--- src/rtl/mem_arb_pkg.sv ---
// Shared types and constants for the IFU/LSU single-port memory arbiter.
package mem_arb_pkg;

  typedef enum logic [1:0] {
    IDLE = 2'd0,
    REQ  = 2'd1,
    RSP  = 2'd2
  } arb_state_t;

  localparam logic MID_IFU = 1'b0;
  localparam logic MID_LSU = 1'b1;

  localparam int DEFAULT_AW = 32;
  localparam int DEFAULT_DW = 32;
  localparam int DEFAULT_MW = DEFAULT_DW / 8;

endpackage

--- src/rtl/mem_arb_pick.sv ---
// Combinational owner pick for the arbiter; MEM_ARB_RR_EN selects round-robin
// tie-breaking, otherwise the LSU wins every tie.
module mem_arb_pick
  import mem_arb_pkg::*;
(
  input  logic if_valid,
  input  logic ls_valid,
`ifdef MEM_ARB_RR_EN
  input  logic last,
`endif
  output logic pick
);

  always_comb begin
    pick = MID_IFU;
    if (if_valid && ls_valid) begin
`ifdef MEM_ARB_RR_EN
      // Tie goes to whichever master was not granted most recently.
      pick = (last == MID_LSU) ? MID_IFU : MID_LSU;
`else
      pick = MID_LSU;
`endif
    end else if (ls_valid) begin
      pick = MID_LSU;
    end
  end

endmodule

--- src/rtl/mem_arbiter.sv ---
// Two-master (IFU/LSU) single-port memory arbiter with one outstanding transaction.
// Build option: MEM_ARB_RR_EN enables round-robin tie-breaking.
module mem_arbiter
  import mem_arb_pkg::*;
#(
  parameter int AW = DEFAULT_AW,
  parameter int DW = DEFAULT_DW
) (
  input  logic            clk,
  input  logic            rst,

  input  logic            if_valid,
  input  logic [AW-1:0]   if_addr,
  output logic            if_ready,
  output logic            if_rvalid,
  output logic [DW-1:0]   if_rdata,
  output logic            if_rerr,

  input  logic            ls_valid,
  input  logic [AW-1:0]   ls_addr,
  input  logic            ls_wen,
  input  logic [DW-1:0]   ls_wdata,
  input  logic [DW/8-1:0] ls_wmask,
  output logic            ls_ready,
  output logic            ls_rvalid,
  output logic [DW-1:0]   ls_rdata,
  output logic            ls_rerr,

  output logic            m_valid,
  output logic [AW-1:0]   m_addr,
  output logic            m_wen,
  output logic [DW-1:0]   m_wdata,
  output logic [DW/8-1:0] m_wmask,
  input  logic            m_ready,
  input  logic            m_rvalid,
  input  logic [DW-1:0]   m_rdata,
  input  logic            m_rerr,

  output logic            busy
);

  arb_state_t state;
  logic       owner;
  logic       pick;
  logic       any_valid;
  logic       grant;
  logic       req_fire;
  logic       rsp_fire;

  assign any_valid = if_valid | ls_valid;
  assign grant     = (state == IDLE) && any_valid;
  assign req_fire  = (state == REQ) && m_ready;
  assign rsp_fire  = (state == RSP) && m_rvalid;

`ifdef MEM_ARB_RR_EN
  logic last;

  always_ff @(posedge clk or posedge rst) begin
    if (rst) begin
      last <= MID_IFU;
    end else if (grant) begin
      last <= pick;
    end
  end

  mem_arb_pick u_pick (
    .if_valid (if_valid),
    .ls_valid (ls_valid),
    .last     (last),
    .pick     (pick)
  );
`else
  mem_arb_pick u_pick (
    .if_valid (if_valid),
    .ls_valid (ls_valid),
    .pick     (pick)
  );
`endif

  always_ff @(posedge clk or posedge rst) begin
    if (rst) begin
      state <= IDLE;
      owner <= MID_IFU;
    end else begin
      case (state)
        IDLE: begin
          if (any_valid) begin
            owner <= pick;
            state <= REQ;
          end
        end
        REQ: begin
          // A response in the accept cycle is ignored; it must come later.
          if (m_ready) begin
            state <= RSP;
          end
        end
        RSP: begin
          if (m_rvalid) begin
            state <= IDLE;
          end
        end
        default: state <= IDLE;
      endcase
    end
  end

  // Request fields are forwarded live from the owner; nothing is latched.
  always_comb begin
    m_valid = 1'b0;
    m_addr  = '0;
    m_wen   = 1'b0;
    m_wdata = '0;
    m_wmask = '0;
    if (state == REQ) begin
      m_valid = 1'b1;
      if (owner == MID_LSU) begin
        m_addr  = ls_addr;
        m_wen   = ls_wen;
        m_wdata = ls_wdata;
        m_wmask = ls_wmask;
      end else begin
        m_addr  = if_addr;
      end
    end
  end

  always_comb begin
    if_ready  = 1'b0;
    if_rvalid = 1'b0;
    if_rdata  = '0;
    if_rerr   = 1'b0;
    ls_ready  = 1'b0;
    ls_rvalid = 1'b0;
    ls_rdata  = '0;
    ls_rerr   = 1'b0;
    if (owner == MID_LSU) begin
      ls_ready = req_fire;
      if (rsp_fire) begin
        ls_rvalid = 1'b1;
        ls_rdata  = m_rdata;
        ls_rerr   = m_rerr;
      end
    end else begin
      if_ready = req_fire;
      if (rsp_fire) begin
        if_rvalid = 1'b1;
        if_rdata  = m_rdata;
        if_rerr   = m_rerr;
      end
    end
  end

  assign busy = (state != IDLE);

endmodule

--- config.mk ---
export PLATFORM = sky130hd
export DESIGN_NAME = mem_arbiter
export DESIGN_NICKNAME = d
export VERILOG_FILES = /design/src/rtl/mem_arb_pkg.sv /design/src/rtl/mem_arb_pick.sv /design/src/rtl/mem_arbiter.sv
export SDC_FILE = /design/constraint.sdc
export NUM_CORES = 1
export LEC_CHECK = 0
export BUFFER_PORTS_ARGS = -buffer_cell sky130_fd_sc_hd__buf_2
export CELL_PAD_IN_SITES_DETAIL_PLACEMENT = 0
export CELL_PAD_IN_SITES_GLOBAL_PLACEMENT = 1
export CORE_AREA = 2 2 110 112
export DETAILED_ROUTE_END_ITERATION = 6
export DIE_AREA = 0 0 112 114
export PLACE_DENSITY_LB_ADDON = 0.25
export SETUP_SLACK_MARGIN = 0.3
export SLEW_MARGIN = 10
export SYNTH_ARGS = -nofsm -noshare
export SYNTH_HDL_FRONTEND = slang
export SYNTH_HIERARCHICAL = 1
export SYNTH_SLANG_ARGS = --single-unit
--- constraint.sdc ---
create_clock -name clk -period 2.11 [get_ports clk]
set_clock_uncertainty 0.2 [all_clocks]
set_input_delay 0.422 -clock clk [delete_from_list [all_inputs] [get_ports clk]]
set_output_delay 0.422 -clock clk [all_outputs]
set_load 0.01 [all_outputs]
[After elaboration in Yosys (flattened, before gate mapping)]
Cells that the tools add are included.
Word-level totals
  bits in registers: 3
  output and inout bits: 141
Cells by class
  bitwise operators: 1
  muxes and demuxes: 26
  reduce and logical (&&, ||, !) cells: 7
  equal/unequal tests: 5
Operator list (number)
  32-bit 2-to-1 mux: 7
  1-bit 2-to-1 mux: 13
  4-bit 2-to-1 mux: 2
  2-bit 2-to-1 mux: 3
  2-bit inequality test (second input constant): 3
  2-bit one-hot mux with 3 select lines: 1
  1-bit logical AND: 3
  3-bit AND reduction: 1
  2-bit by 1-bit == test with 1-bit output (second input constant): 1
  2-bit == test (second input constant): 1
  2-bit zero test: 1
  2-bit AND reduction: 1
  2-bit nonzero test: 1
  1-bit OR: 1

[Logic depth before layout (Yosys ltp)]
  word-level depth: 4
  gate-level depth with buffers: 6

[By module]
Netlist, hierarchy kept.
By module, submodules not included
  mem_arbiter: instances 1, seq. area each 75.1 um^2, area each 1415.1 um^2, cells an instance 209
  mem_arb_pick: instances 1, seq. area each 0.0 um^2, area each 3.8 um^2, cells an instance 1

[Worst setup path after synthesis]
OpenSTA, ideal clock, no wires.
  path kind: register -> output
  start: register state[0]
  end: output if_rdata[22]
  data arrival time: 1.198 ns
  stages on the path, launching flop included: 5
  slack: 0.290 ns
  cell sequence: dfrtp_1 nand2b_4 nor3b_4 buf_6 and2_1
On the way
  longest elaborated chain between the ends: 4
Ends and longest elaborated chain
  from (decl): RTL line mem_arbiter.sv:42  | arb_state_t state;
  from (signal assigned): RTL line mem_arbiter.sv:82  | state <= IDLE;
  from (signal assigned): RTL line mem_arbiter.sv:89  | state <= REQ;
  from (signal assigned): RTL line mem_arbiter.sv:95  | state <= RSP;
  2-bit == test: RTL line mem_arbiter.sv:53  | assign rsp_fire = (state == RSP) && m_rvalid;
  1-bit logical AND: RTL line mem_arbiter.sv:53
  32-bit 2-to-1 mux: RTL line mem_arbiter.sv:146  | if (rsp_fire) begin
  32-bit 2-to-1 mux: RTL line mem_arbiter.sv:137  | if (owner == MID_LSU) begin
  to (decl): RTL line mem_arbiter.sv:16  | output logic [DW-1:0] if_rdata,
Every way passes these cells.

[Worst setup path in the final report]
  start: register state[0]
  end: output if_rdata[7]
Same word-level chain as after synthesis.

==> summary.md <==
| Metric | Value |
|---|---|
| CP max stage delay | 430 ps |
| Peak supply drop | 0.509 mV |
| Worst Setup EP | if_rdata[7] |
| CTS H-tree depth | 1 |
| TritonCTS Buffers | 3 |
| # setup viols final | 8 |
| Routed Antenna Nets | 0 |
| Ports | 281 |
| Final Cycle Share | 1.01 |
| R2R cell count | 5 |
| Area share of the leading cell type in the synthesized netlist | 0.291 |
| Residual DRC count | 0 |
| Grt total ovfl | 0 |
| Layout Nets | 660 |
| Mapped Area | 0.00142 mm2 |
| Slew @ Worst Pin | 160 ps |
| Die ar. | 0.0128 mm2 |
| First-pass GRT wire length | 11.6 mm |
| Cells after synthesis | 210 |
| Status | complete, but fails checks |
| CP Cell Sequence | nand2b_4, nor3b_4, buf_12, and2_1, buf_2 |
| Starting Density | 0.121 |
| Register area share after synthesis | 0.0529 |
| Overall Global Routing Usage | 0.112 |
| Lkg Pwr | 2.52 nW |
| Routability cong. | 0.759 |
| Final hold vios | 0 |
| PD cells | 1100 mW/mm2 |
| Number of global-route vias before repair | 2393 |
| Post-synth cell types | 22 |
| Cells after DPL | 622 |
| Final WL | 10.1 mm |
| Pins Over Slew Limit | 0 |
| Worst hold-check slack | 234 ps |
| Clock-pin slew on the worst setup and hold paths | 30 ps |
| Number of synthesized register bits | 3 |
| Commonest non-fill, non-tap cell in the layout | buf_2 |
| FMAX | 468 MHz |
| Ranking of synthesized cells by area | and2_1 (29%), mux2i_1 (23%), and3_1 (17%) |
| Post-DR wirelength/cell | 15.2 um |
| WS Path Type | reg2out |
| Dpl hpwl | 6.13 mm |
| Syn avg cell area | 6.76 um2 |
| Fillers | 1182 |
| Setup crit end kind | primary output |
| Crit path required time | 1490 ps |
| Worst Setup Slack, final | -26.1 ps |
| Peak fanout along the critical path | 34 |
| CP Buf/Inv Count | 2 |
| Largest net degree at the start of global routing | 35 |
| CTS tree | yes |
| Die Y-Extent | 114 um |
| Synth warn | 6 |
| Failing checks | negative setup slack |
| Crit path launch | state[0]$_DFFE_PP0P_ |
| TritonRoute pass-1 iters | 5 |
| Root buffer cell | clkbuf_16 |
| Crit path depth | 5 |
| Layout cell share with drive strength beyond 1 | 0.809 |
| R2R setup slack | 410 ps |
| Via count | 2753 |
| Commonest non-fill, non-tap cells in the layout | buf_2 (208), buf_6 (78), and3_4 (37) |
| # Max-Cap Violations | 0 |
| CP startpoint kind | register |
| Mapped Nets | 350 |
| Number of port buffers | 280 |
| Max clock buf depth | 2 |
| Cell taking the most area after synthesis | and2_1 |
| Worst reg2reg endpoint | owner$_DFFE_PP0P_ |
| CP arrival | 1510 ps |
| Via/cell ratio | 4.13 |
| Post-Layout Cell Count | 667 |
| RSZ-0062 raised after global routing | yes |
| Die W | 112 um |
| Reg2reg start | state[0]$_DFFE_PP0P_ |
| Setup_tns | -100 ps |
| Antenna violations before repair | 1 |
| Clock sink count | 3 |
| Family with the most delay on the worst path | simple AND/OR/NAND/NOR gates |
| Minimum clock period | 2140 ps |
| CORE AREA | 0.0117 mm2 |
| Row count | 40 |
| Pre-CTS setup slack | 146 ps |
| Worst min-delay path class | in2reg |
| CP max stage cell | dfrtp_2 |
| Worst rel slew slack | 0.890 |
| DR iter-0 viols | 44 |
| Area growth syn-to-layout | 221% |
| Clk_lat worst skew | 220 ps |
## sequential cells by signal, indices dropped and copies added, names as in the netlist
name / cells
owner: 1
state: 2
## area by class of cell
class / count / area [um2] / area share
repair buffers: 328 / 2670 / 0.586
multi-input cells: 182 / 1520 / 0.334
well taps: 147 / 184 / 0.0404
clock buffers: 4 / 78.8 / 0.0173
flip-flops and latches: 3 / 77.6 / 0.0170
inverters: 2 / 20.0 / 0.00440
diodes: 1 / 2.50 / 0.000549
## worst reg2reg max path: cells and delay by family (launching register included)
| kind | cells | cell delay [ps] |
|---|---|---|
| buf+inv | 2 | 270 |
| mux | 1 | 340 |
| flops | 1 | 430 |
| simple gates | 2 | 350 |
## stage by stage
stage               instance area [um2]  power [W]  utilization
floorplan                          1420    0.00155            -
global placement                   2990    0.00251        0.255
detailed placement                 2990    0.00250        0.255
CTS                                3730    0.00388        0.319
global route                       4550    0.00532        0.389
finish                             4550    0.00502        0.389
## cells by family (layout without fill, tap and decap cells)
logic type             Yosys count  count (layout)  synth area share
DFF                              3               3            0.0529
other                            0               1                 0
AOI/OAI and AO/OA                2               2           0.00882
muxes                           33              33             0.234
and+or+nand+nor                147             147             0.602
buffers and inverters           25             334             0.102
## Yosys cell counts
| cell | count |
|---|---|
| buf_6 | 3 |
| nor3b_1 | 1 |
| mux2i_1 | 32 |
| nand2b_1 | 1 |
| nor2_4 | 1 |
| nand2b_4 | 1 |
| nor3_1 | 1 |
| a211oi_1 | 1 |
| mux2_2 | 1 |
| o21ai_0 | 1 |
| or2_2 | 1 |
| inv_2 | 1 |
| nand2_1 | 2 |
| buf_4 | 4 |
| inv_1 | 1 |
| nor3b_4 | 1 |
| buf_2 | 11 |
| clkbuf_1 | 5 |
| nor2_1 | 34 |
| and3_1 | 38 |
| and2_1 | 66 |
| dfrtp_1 | 3 |
## where the power goes
| group | switching [W] | internal, W | leakage, nW |
|---|---|---|---|
| clock network | 0.0000516 | 0.000249 | 0.0382 |
| registers | 0.0000548 | 0.0000907 | 0.0343 |
| logic | 0.00186 | 0.00271 | 2.45 |
| total | 0.00197 | 0.00305 | 2.52 |
## per-layer routing
layer  vias up  wire, um  share of wire  global-route usage
met5         -         0              0                   0
met1      1246      3460           0.34               0.114
li1       1316         -              -                   -
met2       179      5590           0.55               0.232
met3        12       937          0.092              0.0292
met4         0       151          0.015              0.0138
## timing repair
item	CTS	global route
buffers inserted	10	10
resized for setup	100	84
gates cloned	5	14
hold buffers	1	0
endpoints found under the setup margin	140	141
endpoints found under the hold margin	3	0
pin swaps	24	73
## worst min-delay path by stage
| stage | start | endpoint | slack [ps] | cells past startpoint |
|---|---|---|---|---|
| 6_report | m_ready | state[0]$_DFFE_PP0P_ | 230 | 2 |
| 5_1_grt | m_ready | state[0]$_DFFE_PP0P_ | 250 | 2 |
| 3_3_place_gp | rst | state[1]$_DFFE_PP0P_ | 120 | 2 |
| 4_1_cts | m_ready | state[0]$_DFFE_PP0P_ | 230 | 2 |
| 2_1_floorplan | rst | owner$_DFFE_PP0P_ | -20 | 1 |
| 3_5_place_dp | rst | state[0]$_DFFE_PP0P_ | 120 | 2 |
Power figures use the tool's default switching activity.
